<file path="src/rtl/clk_div_sched_if.sv">
// Configuration handshake between the ratio master and clk_div_sched.
interface clk_div_sched_if #(
  parameter int W = 4
);
  logic         div_req;
  logic [W-1:0] div_val;
  logic         div_ack;
  logic         div_err;
  logic         busy;
  logic [W-1:0] cur_div;

  modport master (
    output div_req, div_val,
    input  div_ack, div_err, busy, cur_div
  );

  modport slave (
    input  div_req, div_val,
    output div_ack, div_err, busy, cur_div
  );
endinterface

</file>
<file path="src/rtl/clk_div_sched.sv">
// Programmable integer clock divider with glitch-free start/stop and ratio changes at period boundaries.
// Optional CLK_DIV_SCHED_DUTY50_EN adds a negedge flop giving 50% duty for odd ratios.
module clk_div_sched #(
  parameter int W           = 4,
  parameter int DEFAULT_DIV = 3
) (
  input  logic            clk,
  input  logic            reset,
  input  logic            en,
  clk_div_sched_if.slave  cfg,
  output logic            clk_out,
  output logic            tick
);

  typedef enum logic [1:0] {IDLE, RUN, PEND} state_t;

  state_t       state_q, state_d;
  logic [W-1:0] cnt_q, cnt_d;
  logic [W-1:0] cur_q, cur_d;
  logic [W-1:0] pend_q, pend_d;
  logic         ack_q, ack_d;
  logic         err_q, err_d;
  logic         out_q, out_d;
  logic         tick_q, tick_d;
  logic         run_d;
  logic         sample, req_ok, req_bad, wrap;

  // Requests are ignored while busy or while an ack/err pulse is still out.
  assign sample  = cfg.div_req && (state_q != PEND) && !ack_q && !err_q;
  assign req_bad = sample && (cfg.div_val < W'(2));
  assign req_ok  = sample && (cfg.div_val >= W'(2));
  assign wrap    = (cnt_q == cur_q - W'(1));

  always_comb begin
    state_d = state_q;
    cnt_d   = cnt_q;
    cur_d   = cur_q;
    pend_d  = pend_q;
    ack_d   = 1'b0;
    err_d   = req_bad;
    run_d   = 1'b0;
    unique case (state_q)
      IDLE: begin
        cnt_d = '0;
        if (req_ok) begin
          cur_d = cfg.div_val;
          ack_d = 1'b1;
        end
        if (en) begin
          state_d = RUN;
          run_d   = 1'b1;
        end
      end
      RUN: begin
        if (wrap) begin
          cnt_d = '0;
          run_d = en;
          if (!en) state_d = IDLE;
          // Stopping at this wrap: nothing follows, so apply the ratio as IDLE would.
          if (req_ok) begin
            if (!en) begin
              cur_d = cfg.div_val;
              ack_d = 1'b1;
            end else begin
              pend_d  = cfg.div_val;
              state_d = PEND;
            end
          end
        end else begin
          cnt_d = cnt_q + W'(1);
          run_d = 1'b1;
          if (req_ok) begin
            pend_d  = cfg.div_val;
            state_d = PEND;
          end
        end
      end
      PEND: begin
        if (wrap) begin
          cnt_d   = '0;
          cur_d   = pend_q;
          ack_d   = 1'b1;
          run_d   = en;
          state_d = en ? RUN : IDLE;
        end else begin
          cnt_d = cnt_q + W'(1);
          run_d = 1'b1;
        end
      end
      default: state_d = IDLE;
    endcase
    // At a wrap cnt_d is 0, which is below N/2 for any N >= 2, so the old ratio suffices here.
    out_d  = run_d && (cnt_d < (cur_q >> 1));
    tick_d = run_d && (cnt_d == '0);
  end

  always_ff @(posedge clk or negedge reset) begin
    if (!reset) begin
      state_q <= IDLE;
      cnt_q   <= '0;
      cur_q   <= W'(DEFAULT_DIV);
      pend_q  <= '0;
      ack_q   <= 1'b0;
      err_q   <= 1'b0;
      out_q   <= 1'b0;
      tick_q  <= 1'b0;
    end else begin
      state_q <= state_d;
      cnt_q   <= cnt_d;
      cur_q   <= cur_d;
      pend_q  <= pend_d;
      ack_q   <= ack_d;
      err_q   <= err_d;
      out_q   <= out_d;
      tick_q  <= tick_d;
    end
  end

`ifdef CLK_DIV_SCHED_DUTY50_EN
  logic neg_q;

  // Half-cycle extension of the high phase, only for odd ratios.
  always_ff @(negedge clk or negedge reset) begin
    if (!reset) neg_q <= 1'b0;
    else        neg_q <= out_q & cur_q[0];
  end

  assign clk_out = out_q | neg_q;
`else
  assign clk_out = out_q;
`endif

  assign tick        = tick_q;
  assign cfg.div_ack = ack_q;
  assign cfg.div_err = err_q;
  assign cfg.busy    = (state_q == PEND);
  assign cfg.cur_div = cur_q;

endmodule
</file>
<file path="src/flat_wrapper.sv">
// flat-port wrapper written by rule: the top's interface ports become plain ports
module clk_div_sched_flat 
#(
  parameter int W           = 4,
  parameter int DEFAULT_DIV = 3
)
  (clk, reset, en, clk_out, tick, cfg_div_req, cfg_div_val, cfg_div_ack, cfg_div_err, cfg_busy, cfg_cur_div);
  clk_div_sched_if #(.W(W)) cfg_i ();
  input  logic clk;
  input  logic reset;
  input  logic en;
  output logic clk_out;
  output logic tick;
  input wire logic [$bits(cfg_i.div_req)-1:0] cfg_div_req;
  input wire logic [$bits(cfg_i.div_val)-1:0] cfg_div_val;
  output wire logic [$bits(cfg_i.div_ack)-1:0] cfg_div_ack;
  output wire logic [$bits(cfg_i.div_err)-1:0] cfg_div_err;
  output wire logic [$bits(cfg_i.busy)-1:0] cfg_busy;
  output wire logic [$bits(cfg_i.cur_div)-1:0] cfg_cur_div;
  assign cfg_i.div_req = cfg_div_req;
  assign cfg_i.div_val = cfg_div_val;
  assign cfg_div_ack = cfg_i.div_ack;
  assign cfg_div_err = cfg_i.div_err;
  assign cfg_busy = cfg_i.busy;
  assign cfg_cur_div = cfg_i.cur_div;
  clk_div_sched #(.W(W), .DEFAULT_DIV(DEFAULT_DIV)) u_core (.clk(clk), .reset(reset), .en(en), .cfg(cfg_i), .clk_out(clk_out), .tick(tick));
endmodule
</file>
<file path="config.mk">
export PLATFORM = sky130hd
export DESIGN_NAME = clk_div_sched_flat
export DESIGN_NICKNAME = d
export VERILOG_FILES = /design/src/rtl/clk_div_sched_if.sv /design/src/rtl/clk_div_sched.sv /design/src/flat_wrapper.sv
export SDC_FILE = /design/constraint.sdc
export NUM_CORES = 1
export LEC_CHECK = 0
export ABC_AREA = 1
export BUFFER_PORTS_ARGS = -buffer_cell sky130_fd_sc_hd__buf_2
export CAP_MARGIN = 20
export CORE_AREA = 2 2 52 54
export DETAILED_ROUTE_END_ITERATION = 10
export DIE_AREA = 0 0 54 56
export PLACE_DENSITY_LB_ADDON = 0.12
export SETUP_SLACK_MARGIN = 0.3
export SYNTH_ARGS = -nofsm -noshare
export SYNTH_HDL_FRONTEND = slang
export SYNTH_SLANG_ARGS = --single-unit
</file>
<file path="constraint.sdc">
create_clock -name clk -period 3.4 [get_ports clk]
set_input_delay 0.51 -clock clk [delete_from_list [all_inputs] [get_ports clk]]
set_output_delay 0.51 -clock clk [all_outputs]
set_load 0.02 [all_outputs]
</file>
# Word-level counts from Yosys, hierarchy flattened
# Cells that the tools add are included.
op_classes:
  add_sub_neg: 2
  order_cmp: 3
  eq_ne: 12
  muxes: 29
  n_reduce_logical: 16
ops:
  columns: ["operator", "n"]
  rows:
  - ["2-to-1 mux 4 bit", 9]
  - ["2-to-1 mux 2 bit", 7]
  - ["one-hot mux 4 bit (3 select lines)", 1]
  - ["2-to-1 mux 1 bit", 8]
  - ["!= test 2 x 1 -> 1 bit, second input constant", 4]
  - ["!= test 2 bit, second input constant", 4]
  - ["one-hot mux 4 bit (2 select lines)", 1]
  - ["logical AND 1 bit", 7]
  - ["one-hot mux 2 bit (3 select lines)", 1]
  - ["AND reduction 3 bit", 2]
  - ["AND reduction 6 bit", 1]
  - ["adder 4 x 1 -> 4 bit, second input constant", 1]
  - ["equality test 4 bit", 1]
  - [">= comparator 4 x 2 -> 1 bit, second input constant", 1]
  - ["zero test 4 bit", 1]
  - ["less-than comparator 4 x 2 -> 1 bit, second input constant", 1]
  - ["less-than comparator 4 x 3 -> 1 bit", 1]
  - ["subtractor 4 x 1 -> 4 bit, second input constant", 1]
  - ["!= test 3 x 1 -> 1 bit, second input constant", 1]
  - ["one-hot mux 1 bit (3 select lines)", 1]
  - ["nonzero test 3 bit", 1]
  - ["equality test 2 x 1 -> 1 bit, second input constant", 1]
  - ["equality test 2 bit, second input constant", 1]
  - ["zero test 1 bit", 2]
  - ["other kinds (3)", 3]
totals:
  register_bits: 18
  out_inout_bits: 9
  elab_cells: 70

# Longest topological paths before layout
logic_depth:
  depth_word: 8
  mapped_depth: 16
  depth_no_buf: 15

# Worst setup path before layout
# OpenSTA, ideal clock, no wires.
synth_timing:
  path_kind: "reg-to-reg"
  startpoint: "register u_core.cur_q[0] (netlist: u_core.cfg.cur_div[0])"
  endpoint: "register u_core.out_q (netlist: u_core.clk_out)"
  arrival_time_ns: 2.090
  t_required_ns: 3.323
  setup_slack_ns: 1.232
  path_stages_with_launch: 16
  cell_sequence: "dfstp_2 inv_2 ha_1 nand2_1 inv_1 nor2_1 nand2_1 nor2_2 nand2_1 buf_6 nand3_1 nand2_1 ha_1 nand2_1 nand2_1 a21oi_1"
synth_via:
  elab_chain_cells: 6
synth_rtl:
  columns: ["item", "line_no", "text"]
  rows:
  - ["from (decl)", "clk_div_sched.sv:19", "logic [W-1:0] cur_q, cur_d;"]
  - ["from (signal assigned)", "clk_div_sched.sv:101", "cur_q <= W'(DEFAULT_DIV);"]
  - ["from (signal assigned)", "clk_div_sched.sv:110", "cur_q <= cur_d;"]
  - ["subtractor 4 x 1 -> 4 bit", "clk_div_sched.sv:32", "assign wrap = (cnt_q == cur_q - W'(1));"]
  - ["equality test 4 bit", "clk_div_sched.sv:32", null]
  - ["2-to-1 mux 4 bit", "clk_div_sched.sv:55, clk_div_sched.sv:79", null]
  - ["one-hot mux 4 bit (2 select lines)", "clk_div_sched.sv:42", "unique case (state_q)"]
  - ["net u_core.cnt_d[1]", "clk_div_sched.sv:18", "logic [W-1:0] cnt_q, cnt_d;"]
  - ["less-than comparator 4 x 3 -> 1 bit", "clk_div_sched.sv:93", "out_d = run_d && (cnt_d < (cur_q >> 1));"]
  - ["logical AND 1 bit", "clk_div_sched.sv:93", null]
  - ["net u_core.out_d", "clk_div_sched.sv:23", "logic out_q, out_d;"]
  - ["to (signal assigned)", "clk_div_sched.sv:114", "out_q <= out_d;"]
  - ["to (decl)", "clk_div_sched.sv:23", null]
# The timed path passes the listed nets, and every way through them passes these cells.
# A chain may end at the register's enable or synchronous reset.

# Final worst setup path
# Ends and elaborated chain as after synthesis.

==> impl_metrics.csv <==
group,metric,value,unit
global_route,globalRouteOverflowTotal,0,
global_route,grt_pass1_vias,917,
clock_tree,clk_latency,0.30,ns
timing,finalSetupTns,0,ns
place,gp_congestion,0.885,
synth,ys_warn_count,0,
power_and_ir_drop,pwr_density_cell,1030,mW/mm^2
timing,finalCritPeriodShare,0.718,
setup_path,cp_slowest_cell,"dfstp_2",
detailed_routing,dr.first_iter.drc_count,20,
power_and_ir_drop,p_leak,0.000746,uW
synth,netlist_area,0.00118,mm^2
die,io_pins,17,
setup_path,path_max_fanout,11,
detailed_routing,first_pass_iters,4,
worst_hold_path,hold_class,"in2async",
synth,synth_seq_cells,18,
die,die_x,54,um
run_status,status,"finished, final reports clean",
detailed_routing,route.detailed.drc,0,
synth,seq_area_frac_synth,0.385,
global_route,antenna_found_initial,0,
timing,slew-limit-headroom,0.682,
setup_path,end_kind,"register",
clock_tree,clk_pin_slew,0.11,ns
finish,drive_gt1_frac,0.212,
timing,setup_viol,0,
die,dieHeight,56,um
power_and_ir_drop,ir_drop,0.000548,V
setup_path,cp_common_cell,"nand2_1",
setup_path,path_delay_family,"simple AND/OR/NAND/NOR gates",
setup_path,cp.arrival,2.67,ns
synth,avgSynthCellArea,7.36,um^2
die,initial_core_util,0.484,
timing,fin_hold_ws,0.124,ns
die,coreArea,0.00243,mm^2
detailed_routing,wl,2.33,mm
global_route,gr-usage-all-layers,0.177,
die,die_area,0.00302,mm^2
clock_tree,cts.path.max_buffers,2,
timing,max_freq,410,MHz
setup_path,critical_path.max_stage_delay,0.58,ns
detailed_routing,drt-vias-per-instance,4.99,
clock_tree,ctsResizeCount,0,
job,drv_cap,0,
timing,rsz0062_at_grt,"no",
power_and_ir_drop,p_total,1360,uW
place,port_buffers,16,
finish,antenna_cells,0,
global_route,grt_pass1_wl,3.95,mm
clock_tree,cts_tree,"yes",
timing,slew_violations,0,
setup_path,worstPathRequired,3.63,ns
clock_tree,holdBufCountCts,0,
finish,fill_cells,236,
finish,nets,196,
timing,finalCriticalPeriod,2.44,ns
finish,syn_to_final_growth,12.1,%
clock_tree,numCtsBuffers,3,
detailed_routing,wl_per_cell,11.2,um
timing,worst_pin_slew,0.476,ns
place,dp_hpwl,1.81,mm
setup_path,worst-setup-path-type,"reg2reg",
timing,finalClockSkew,0.0119,ns
setup_path,path_cells,"inv_2 > ha_1 > nand2_1 > inv_1 > nor2_1 > nand2_1 > nor2_2 > nand2_1 > nand3_1 > nand2_1 > ha_1 > nand2_1 > nand2_1 > a21oi_1",
clock_tree,htree_levels,1,
clock_tree,cts.sinks,18,
timing,hold_violations,0,
setup_path,worst-path-buf-inv,2,
global_route,grt_max_degree,19,
detailed_routing,via_count,1043,
setup_path,cp-start-kind,"register",
synth,synth.net_count,176,
clock_tree,cts_setup_buffers,0,
synth,synth_cell_types,22,
die,row_count,18,
synth,synth_cells,160,
clock_tree,clockRootBuffer,"clkbuf_4",
detailed_routing,drtAntennaViolNets,0,
state kept, by name (all words and copies together) (netlist names):
name / flops
u_core.cfg.div_err: 1
u_core.cfg.cur_div: 4
u_core.clk_out: 1
u_core.cnt_q: 4
u_core.cfg.div_ack: 1
u_core.state_q: 2
u_core.pend_q: 4
u_core.tick: 1
routing by layer:
layer / GRT usage / wire, um / up-vias
met5: 0 / 0 / -
met4: 0.0643 / 34 / 0
met3: 0.0323 / 60 / 4
met2: 0.274 / 1080 / 16
met1: 0.241 / 1160 / 479
li1: - / - / 544
cells in the mapped netlist:
| master | instances | area [um^2] |
|---|---|---|
| o21ai_0 | 5 | 25.0 |
| xor2_1 | 2 | 17.5 |
| dfstp_2 | 2 | 52.6 |
| nor2_1 | 17 | 63.8 |
| nand3_2 | 1 | 10.0 |
| buf_6 | 1 | 11.3 |
| dfrtp_1 | 16 | 400 |
| ha_1 | 8 | 100 |
| inv_1 | 20 | 75.1 |
| o21ai_1 | 12 | 60.1 |
| o21ai_2 | 2 | 17.5 |
| nand2_2 | 2 | 12.5 |
| nand4_1 | 2 | 12.5 |
| nand2_1 | 43 | 161 |
| o22ai_2 | 1 | 12.5 |
| a21oi_4 | 1 | 16.3 |
| a21oi_1 | 3 | 15.0 |
| nor2_2 | 1 | 6.26 |
| inv_2 | 7 | 26.3 |
| nand2_4 | 1 | 11.3 |
| nand3_1 | 12 | 60.1 |
| mux2i_1 | 1 | 10.0 |
cell usage in the layout, fill, tap and decap left out, drive strengths merged:
master  count
a21oi       4
buf        16
clkbuf      4
dfrtp      16
dfstp       2
ha          8
inv        27
mux2i       1
nand2      46
nand3      13
nand4       2
nor2       18
o21ai      19
o22ai       1
xor2        2
stage by stage:
stage	cells	area (um^2)	worst slack, ns	utilization
5_1_grt	209	1320	0.743	0.543
3_5_place_dp	205	1280	0.984	0.528
2_1_floorplan	160	1180	1.23	-
6_report	209	1320	0.960	0.543
4_1_cts	209	1320	0.962	0.543
3_3_place_gp	205	1280	1.07	0.528
cell families after synthesis:
group           Yosys count  synth area share
simple gates             79             0.287
buf+inv                  28            0.0956
compound gates           24             0.124
flops                    18             0.385
fa+ha+maj                 8            0.0850
xor+xnor                  2            0.0149
mux                       1           0.00850
report_power, final:
part	internal, uW	leakage (uW)	switching (uW)	total [uW]
combinational	301	0.000497	539	839
sequential	313	0.000228	69.6	382
clock	65.2	0.0000210	68.4	134
total	679	0.000746	677	1360
worst paths after layout:
check	start	to	slack, ns	depth (start not counted)
hold / removal	reset	u_core.cnt_q[3]$_DFF_PN0_	0.12	1
hold reg to reg	u_core.pend_q[0]$_DFFE_PN0P_	u_core.pend_q[0]$_DFFE_PN0P_	0.48	2
setup / recovery	u_core.cfg.cur_div[0]$_DFFE_PN1P_	u_core.clk_out$_DFF_PN0_	0.96	14
min in group clk	cfg_div_req	u_core.cfg.div_err$_DFF_PN0_	0.46	3
setup reg to reg	u_core.cfg.cur_div[0]$_DFFE_PN1P_	u_core.clk_out$_DFF_PN0_	0.96	14
max in group asynchronous	reset	u_core.cfg.cur_div[0]$_DFFE_PN1P_	2.94	1
cell type report:
class | instances | area, um^2 | area share
inverters | 27 | 101 | 0.0768
multi-input cells | 114 | 612 | 0.464
well taps | 30 | 37.5 | 0.0284
repair buffers | 16 | 80.1 | 0.0607
flip-flops and latches | 18 | 453 | 0.343
clock buffers | 4 | 36.3 | 0.0275
(Power assumes the default switching activity.)
